`config.mk`:
```
export PLATFORM = sky130hd
export DESIGN_NAME = cv32e40p_x_disp_ooo
export DESIGN_NICKNAME = d
export VERILOG_FILES = /design/src/rtl/cv32e40p_x_if_pkg.sv /design/src/rtl/cv32e40p_x_inflight_table.sv /design/src/rtl/cv32e40p_x_disp_ooo.sv
export SDC_FILE = /design/constraint.sdc
export NUM_CORES = 1
export LEC_CHECK = 0
export ABC_AREA = 1
export BUFFER_PORTS_ARGS = -buffer_cell sky130_fd_sc_hd__buf_2
export CAP_MARGIN = 20
export CORE_MARGIN = 5
export CORE_UTILIZATION = 40
export CTS_CLUSTER_DIAMETER = 60
export DETAILED_ROUTE_END_ITERATION = 6
export HOLD_SLACK_MARGIN = 0.12
export PLACE_DENSITY = 0.59
export SLEW_MARGIN = 25
export SYNTH_ARGS = -nofsm -noshare
export SYNTH_HDL_FRONTEND = slang
export SYNTH_SLANG_ARGS = --single-unit
```
`constraint.sdc`:
```
create_clock -name clk_i -period 2.2 [get_ports clk_i]
set_input_delay 0.33 -clock clk_i [delete_from_list [all_inputs] [get_ports clk_i]]
set_output_delay 0.33 -clock clk_i [all_outputs]
set_load 0.02 [all_outputs]
```
`src/rtl/cv32e40p_x_if_pkg.sv`:
```
// Shared types for the out-of-order X-interface dispatcher.
package cv32e40p_x_if_pkg;

    // IDs are stored zero-extended to this width inside the in-flight table,
    // so X_ID_WIDTH must not exceed it.
    localparam int unsigned X_INFLIGHT_ID_W = 8;

    typedef enum logic [1:0] {
        READ  = 2'b00,
        WRITE = 2'b01
    } mem_req_type_e;

    // One outstanding coprocessor writeback.
    typedef struct packed {
        logic                       valid;
        logic [X_INFLIGHT_ID_W-1:0] id;
        logic [4:0]                 rd;
    } x_inflight_t;

endpackage

```
`src/rtl/cv32e40p_x_inflight_table.sv`:
```
// Table of outstanding coprocessor writebacks; the register scoreboard is
// derived from it combinationally.
module cv32e40p_x_inflight_table
    import cv32e40p_x_if_pkg::*;
#(
    parameter int DEPTH    = 4,
    parameter int ID_WIDTH = 4
) (
    input  logic                clk_i,
    input  logic                rst_ni,
    input  logic                alloc_i,
    input  logic [ID_WIDTH-1:0] alloc_id_i,
    input  logic [4:0]          alloc_rd_i,
    input  logic                retire_i,
    input  logic [ID_WIDTH-1:0] retire_id_i,
    input  logic [ID_WIDTH-1:0] query_id_i,
    input  logic [4:0]          query_rd_i,
    output logic                full_o,
    output logic                id_busy_o,
    output logic                rd_last_retire_o,
    output logic [31:0]         sb_o
);

    x_inflight_t [DEPTH-1:0] entries_q, entries_d;
    logic                    alloc_found;
    logic                    holder_retiring;
    logic                    holder_other;

    // Retire by ID, then allocate the lowest slot that was free last cycle
    // (a slot freed this cycle only becomes allocatable next cycle).
    always_comb begin
        entries_d   = entries_q;
        alloc_found = 1'b0;
        if (retire_i) begin
            for (int i = 0; i < DEPTH; i++) begin
                if (entries_q[i].valid && entries_q[i].id == X_INFLIGHT_ID_W'(retire_id_i)) begin
                    entries_d[i].valid = 1'b0;
                end
            end
        end
        if (alloc_i) begin
            for (int i = 0; i < DEPTH; i++) begin
                if (!alloc_found && !entries_q[i].valid) begin
                    entries_d[i].valid = 1'b1;
                    entries_d[i].id    = X_INFLIGHT_ID_W'(alloc_id_i);
                    entries_d[i].rd    = alloc_rd_i;
                    alloc_found        = 1'b1;
                end
            end
        end
    end

    // Table state register; reset drops everything in flight.
    always_ff @(posedge clk_i or negedge rst_ni) begin
        if (!rst_ni) begin
            entries_q <= '0;
        end else begin
            entries_q <= entries_d;
        end
    end

    // Status from registered state: full, ID in use, scoreboard, and whether
    // this cycle's result retires the last writer of the queried rd.
    always_comb begin
        full_o          = 1'b1;
        id_busy_o       = 1'b0;
        sb_o            = '0;
        holder_retiring = 1'b0;
        holder_other    = 1'b0;
        for (int i = 0; i < DEPTH; i++) begin
            if (!entries_q[i].valid) begin
                full_o = 1'b0;
            end else begin
                if (entries_q[i].id == X_INFLIGHT_ID_W'(query_id_i)) begin
                    id_busy_o = 1'b1;
                end
                sb_o[entries_q[i].rd] = 1'b1;
                if (entries_q[i].rd == query_rd_i) begin
                    if (retire_i && entries_q[i].id == X_INFLIGHT_ID_W'(retire_id_i)) begin
                        holder_retiring = 1'b1;
                    end else begin
                        holder_other = 1'b1;
                    end
                end
            end
        end
        rd_last_retire_o = holder_retiring & ~holder_other;
    end

endmodule

```
`src/rtl/cv32e40p_x_disp_ooo.sv`:
```
// X-interface dispatcher with ID-tagged out-of-order result tracking,
// memory-op counter and xmem glue.
module cv32e40p_x_disp_ooo
    import cv32e40p_x_if_pkg::*;
#(
    parameter int X_NUM_RS          = 3,
    parameter int X_ID_WIDTH        = 4,
    parameter int X_MAX_OUTSTANDING = 4,
    parameter int X_MEM_CNT_WIDTH   = 4
) (
    input  logic                     clk_i,
    input  logic                     rst_ni,
    input  logic                     x_illegal_insn_dec_i,
    input  logic                     x_branch_or_jump_i,
    input  logic                     x_data_req_dec_i,
    input  logic                     id_ready_i,
    input  logic [4:0]               x_waddr_id_i,
    input  logic                     x_writeback_i,
    input  logic [4:0]               x_waddr_ex_i,
    input  logic [4:0]               x_waddr_wb_i,
    input  logic                     x_we_ex_i,
    input  logic                     x_we_wb_i,
    input  logic [X_NUM_RS-1:0][4:0] x_rs_addr_i,
    input  logic [X_NUM_RS-1:0]      x_regs_used_i,
    output logic                     x_valid_o,
    input  logic                     x_ready_i,
    input  logic                     x_accept_i,
    input  logic                     x_is_mem_op_i,
    output logic [X_ID_WIDTH-1:0]    x_id_o,
    output logic [X_NUM_RS-1:0]      x_rs_valid_o,
    output logic                     x_rd_clean_o,
    output logic                     x_stall_o,
    output logic                     x_illegal_insn_o,
    input  logic                     x_rvalid_i,
    input  logic [X_ID_WIDTH-1:0]    x_rid_i,
    input  logic [4:0]               x_rwaddr_i,
    output logic                     x_rready_o,
    input  logic                     xmem_valid_i,
    input  logic                     xmem_endoftransaction_i,
    input  logic                     xmem_rready_i,
    input  logic                     xmem_instr_wb_i,
    input  mem_req_type_e            xmem_req_type_i,
    output logic                     xmem_ready_o,
    output logic                     xmem_data_req_o,
    output logic                     xmem_we_o,
    output logic                     xmem_rvalid_o,
    output logic                     xmem_status_o
);

    logic [X_ID_WIDTH-1:0]      id_q, id_d;
    logic [X_MEM_CNT_WIDTH-1:0] mem_cnt_q, mem_cnt_d;
    logic                       offloaded_q, offloaded_d;
    logic                       wb_done_q, wb_done_d;
    logic [31:0]                sb;
    logic                       full, id_busy, rd_last_retire;
    logic                       fire, accept, mem_full, mem_inc, dep;
    logic                       rd_ex_hit, rd_wb_hit;
    logic                       unused_inputs;

    // Result address and end-of-transaction carry nothing this block needs.
    assign unused_inputs = ^{x_rwaddr_i, xmem_endoftransaction_i};

    cv32e40p_x_inflight_table #(
        .DEPTH    (X_MAX_OUTSTANDING),
        .ID_WIDTH (X_ID_WIDTH)
    ) i_inflight_table (
        .clk_i            (clk_i),
        .rst_ni           (rst_ni),
        .alloc_i          (accept & x_writeback_i),
        .alloc_id_i       (id_q),
        .alloc_rd_i       (x_waddr_id_i),
        .retire_i         (x_rvalid_i),
        .retire_id_i      (x_rid_i),
        .query_id_i       (id_q),
        .query_rd_i       (x_waddr_id_i),
        .full_o           (full),
        .id_busy_o        (id_busy),
        .rd_last_retire_o (rd_last_retire),
        .sb_o             (sb)
    );

    assign mem_full  = (mem_cnt_q == {X_MEM_CNT_WIDTH{1'b1}});
    assign x_valid_o = x_illegal_insn_dec_i & ~x_branch_or_jump_i & ~offloaded_q & ~id_busy
                     & ~(full & x_writeback_i) & ~(mem_full & x_is_mem_op_i);
    assign fire      = x_valid_o & x_ready_i;
    assign accept    = fire & x_accept_i;
    assign mem_inc   = accept & x_is_mem_op_i;
    assign x_illegal_insn_o = fire & ~x_accept_i;
    assign x_id_o    = id_q;

    assign rd_ex_hit    = x_we_ex_i & (x_waddr_ex_i == x_waddr_id_i);
    assign rd_wb_hit    = x_we_wb_i & (x_waddr_wb_i == x_waddr_id_i);
    assign x_rd_clean_o = ~((sb[x_waddr_id_i] & ~rd_last_retire) | rd_ex_hit | rd_wb_hit);

    // Source operand readiness and the data dependency on in-flight results.
    always_comb begin
        x_rs_valid_o = '0;
        dep          = 1'b0;
        for (int i = 0; i < X_NUM_RS; i++) begin
            x_rs_valid_o[i] = ~(sb[x_rs_addr_i[i]]
                              | (x_we_ex_i & (x_waddr_ex_i == x_rs_addr_i[i]))
                              | (x_we_wb_i & (x_waddr_wb_i == x_rs_addr_i[i])));
            dep = dep | (x_regs_used_i[i] & sb[x_rs_addr_i[i]]);
        end
        dep = dep & ~x_illegal_insn_o;
    end

    assign x_stall_o = (x_valid_o & ~x_ready_i) | dep | (x_data_req_dec_i & (mem_cnt_q != '0))
                     | (x_illegal_insn_dec_i & (x_branch_or_jump_i | full | id_busy | mem_full))
                     | (xmem_valid_i & ~fire);

    assign xmem_ready_o    = xmem_valid_i;
    assign xmem_data_req_o = xmem_valid_i;
    assign xmem_we_o       = xmem_valid_i & (xmem_req_type_i == WRITE);
    assign xmem_rvalid_o   = xmem_instr_wb_i & ~wb_done_q;
    assign xmem_status_o   = 1'b1;
    assign x_rready_o      = 1'b1;

    // Next-state for the ID counter, memory-op counter and handshake flags.
    always_comb begin
        id_d        = id_q;
        mem_cnt_d   = mem_cnt_q;
        offloaded_d = offloaded_q;
        wb_done_d   = wb_done_q;
        if (accept) begin
            id_d = id_q + X_ID_WIDTH'(1);
        end
        case ({mem_inc, xmem_valid_i})
            2'b10:   mem_cnt_d = mem_cnt_q + X_MEM_CNT_WIDTH'(1);
            2'b01:   if (mem_cnt_q != '0) mem_cnt_d = mem_cnt_q - X_MEM_CNT_WIDTH'(1);
            default: mem_cnt_d = mem_cnt_q;
        endcase
        if (id_ready_i) begin
            offloaded_d = 1'b0;
        end else if (fire) begin
            offloaded_d = 1'b1;
        end
        if (xmem_valid_i) begin
            wb_done_d = 1'b0;
        end else if (xmem_rvalid_o & xmem_rready_i) begin
            wb_done_d = 1'b1;
        end
    end

    // State registers.
    always_ff @(posedge clk_i or negedge rst_ni) begin
        if (!rst_ni) begin
            id_q        <= '0;
            mem_cnt_q   <= '0;
            offloaded_q <= 1'b0;
            wb_done_q   <= 1'b0;
        end else begin
            id_q        <= id_d;
            mem_cnt_q   <= mem_cnt_d;
            offloaded_q <= offloaded_d;
            wb_done_q   <= wb_done_d;
        end
    end

endmodule

```
==> impl_metrics.json <==
{
  "p_seq_frac": 0.254,
  "r2r_setup_slack_ns": -0.43,
  "period_share": 1.21,
  "die-area_um2": 16500,
  "clock_latency_ns": 0.29,
  "grt_usage": 0.260,
  "synth_area_um2": 5610,
  "fin_crit_ns": 2.67,
  "pwr-share-comb": 0.584,
  "crit_required_ns": 1.87,
  "rsz0062_at_grt": "true",
  "synthCells": 962,
  "p_switching_uw": 2820,
  "synth_edf_count": 0,
  "ant_nets": 0,
  "cp-start-kind": "register",
  "status": "finished, violations left",
  "hold_viol_final": 0,
  "synth-seq-cells": 50,
  "start_util": 0.406,
  "fin_ws_ns": -0.471,
  "gr-total-overflow": 0,
  "finalSetupViolCount": 55,
  "hold_class": "in2reg",
  "cp_max_fo": 8,
  "finClkSkew_ns": 0.00729,
  "switching_share": 0.441,
  "grt_max_degree": 51,
  "min_path_cells": 2,
  "clockRootBuffer": "clkbuf_16",
  "min_to": "offloaded_q$_DFFE_PN0P_",
  "ios": 78,
  "vias_per_cell": 5.53,
  "slew_viol_final": 0,
  "drc": 0,
  "r2r-start": "i_inflight_table.entries_q[13]$_DFF_PN0_",
  "pre_cts_ws_ns": -0.310,
  "ir_drop_v": 0.000565,
  "p_per_area_nw_per_um2": 730,
  "seq_area_frac_synth": 0.223,
  "synth_cell_types": 45,
  "r2r_end": "i_inflight_table.entries_q[14]$_DFFE_PN0P_",
  "avgSynthCellArea_um2": 5.84,
  "cts_made_buffers": 5,
  "max_freq_ghz": 0.374,
  "drtIter0Drc": 704,
  "cts_sinks": 50,
  "hold_slack_ns": 0.203,
  "intPower_uw": 3590,
  "htreeDepth": 2,
  "first_global_vias": 6815,
  "cp-end-kind": "output pin",
  "grt_pass1_wl_um": 34700,
  "hold_path_startpoint": "id_ready_i",
  "core_area_um2": 13800,
  "rows": 43,
  "antennaDiodeCount": 0,
  "ys.flop_type": "dfrtp_1",
  "nets": 1256,
  "path_class": "reg2out",
  "antenna_found_initial": 0,
  "setup_tns_ns": -19.09,
  "avgRoutedWirePerCell_um": 16.8,
  "dr.pass1.iters": 5,
  "clk_path_buf_depth": 2,
  "area_growth_pct": 56.4,
  "numPortBuffers": 69,
  "gp_congestion": 0.912,
  "r2r_cells": 17,
  "clkTransAtPathRegs_ns": 0.07,
  "p_leak_uw": 0.00394,
  "die_h_um": 128,
  "slew_headroom": 0.451,
  "maxCapViolations": 0,
  "die_x_um": 128,
  "cts_tree": "yes",
  "worst_pin_slew_ns": 0.823,
  "crit_arrival_ns": 2.34,
  "synth_warnings": 0,
  "async_reset_ff_frac": 1.00,
  "drive_gt1_frac": 0.412,
  "dp_hpwl_um": 16100,
  "violations": "setup timing",
  "wl_um": 23100,
  "num_vias": 7593,
  "pwr-share-clk": 0.162
}
how the worst max path moves through the flow:
stage	to	from	depth (start not counted)	slack (ns)
floorplan	mem_cnt_q[3]$_DFFE_PN0P_	x_id_o[1]$_DFFE_PN0N_	19	-0.26
global placement	x_stall_o	i_inflight_table.entries_q[1]$_DFFE_PN0P_	17	-0.30
detailed placement	x_stall_o	i_inflight_table.entries_q[1]$_DFFE_PN0P_	17	-0.31
CTS	x_stall_o	i_inflight_table.entries_q[2]$_DFFE_PN0P_	17	-0.41
global route	x_stall_o	i_inflight_table.entries_q[27]$_DFF_PN0_	17	-0.61
finish	x_stall_o	i_inflight_table.entries_q[27]$_DFF_PN0_	17	-0.47
per-layer routing:
metal / GRT usage / part of all wire
met4: 0.0362 / 0.011
met5: 0 / 0
met3: 0.0448 / 0.094
met1: 0.377 / 0.43
met2: 0.416 / 0.46
cell families after synthesis:
| family | Yosys count | share of synthesized area |
|---|---|---|
| and+or+nand+nor | 633 | 0.485 |
| buffers and inverters | 128 | 0.0998 |
| AOI/OAI and AO/OA | 113 | 0.130 |
| DFF | 50 | 0.223 |
| xor gates and xnor gates | 33 | 0.0515 |
| adders and majority gates | 4 | 0.0103 |
| other | 1 | 0.000668 |
placed cells by master, fill, tap and decap left out, types with 7 or more instances in the layout:
master,count
buf_2,62
nand2_1,172
a221oi_1,7
nor2_2,35
inv_4,11
o22ai_1,18
buf_6,30
nand3_1,125
xnor2_1,11
xor2_1,21
a21oi_1,11
dfrtp_2,19
nand3_4,8
nand4_1,9
o21ai_1,19
dfrtp_1,31
buf_12,7
inv_2,13
buf_4,152
o21ai_0,17
inv_1,56
nand2_4,12
nand2_2,44
o21ai_2,14
nand2_8,11
nand3_2,40
nor2_1,168
state kept, by name (all words and copies together), names as in the netlist:
name and cells:
wb_done_q 1, offloaded_q 1, i_inflight_table.entries_q 40, mem_cnt_q 4, x_id_o 4
Yosys cell counts (3+ instances only):
master / count / share of area
dfrtp_1: 50 / 0.22
nor4_1: 5 / 0.0056
a211oi_1: 7 / 0.0094
o221ai_1: 5 / 0.0078
clkinv_1: 3 / 0.0020
o2111ai_1: 3 / 0.0047
nand2_1: 226 / 0.15
buf_1: 3 / 0.0020
nor2_1: 206 / 0.14
buf_4: 7 / 0.0094
o21ai_1: 4 / 0.0036
inv_2: 4 / 0.0027
o22ai_1: 19 / 0.021
o21ai_0: 37 / 0.033
inv_1: 77 / 0.051
ha_1: 3 / 0.0067
a21oi_1: 12 / 0.011
nand2_4: 3 / 0.0060
nor3_1: 3 / 0.0027
o21ai_2: 9 / 0.014
clkbuf_1: 26 / 0.017
a221oi_1: 7 / 0.011
nand3_1: 172 / 0.15
xor2_1: 22 / 0.034
nand4_1: 9 / 0.010
xnor2_1: 11 / 0.017
buf_6: 7 / 0.014
a2111oi_0: 4 / 0.0062
cell type report:
type	count	area [um^2]
Sequential cell	50	1270
Multi-Input combinational cell	794	4690
Tap cell	180	225
Clock buffer	6	139
Timing Repair Buffer	256	2050
Clock inverter	2	60.1
Fill cell	1217	5040
Inverter	84	350
per-stage QoR:
step | cell area, um^2 | instances | utilization | power, uW
2_1_floorplan | 5670 | 963 | - | 3050
3_3_place_gp | 7120 | 1311 | 0.515 | 4240
3_5_place_dp | 7120 | 1311 | 0.515 | 4270
4_1_cts | 8120 | 1353 | 0.587 | 5850
5_1_grt | 8780 | 1372 | 0.635 | 6830
6_report | 8780 | 1372 | 0.635 | 6410
critical path, stage by stage, from the launching register on:
cell	delay [ns]
dfrtp_2	0.49
nand3_2	0.10
buf_6	0.15
nor2_1	0.12
nor2_1	0.05
buf_4	0.15
nand2_1	0.09
nand2_1	0.06
nand3_1	0.08
nand3_1	0.09
nand3_2	0.08
nand3_1	0.08
nand2_2	0.10
nand2_2	0.07
nand3_2	0.09
nand2_1	0.06
nand2_2	0.06
buf_6	0.11
power by group through the flow:
stage               registers, uW  logic, uW  clock network, uW
finish                       1630       3740               1040
global route                 1670       4070               1090
CTS                          1560       3250               1050
detailed placement           1500       2770                  0
global placement             1490       2750                  0
floorplan                    1450       1590                  0
what timing repair did:
action                                  in CTS  in global routing
endpoints found under the setup margin      20                 54
hold endpoints to repair                    50                  0
resized for setup                          148                145
hold buffers                                 1                  0
setup buffers                               30                 14
pin swaps                                   28                 28
cloned                                       3                 10
(Power assumes the default switching activity.)
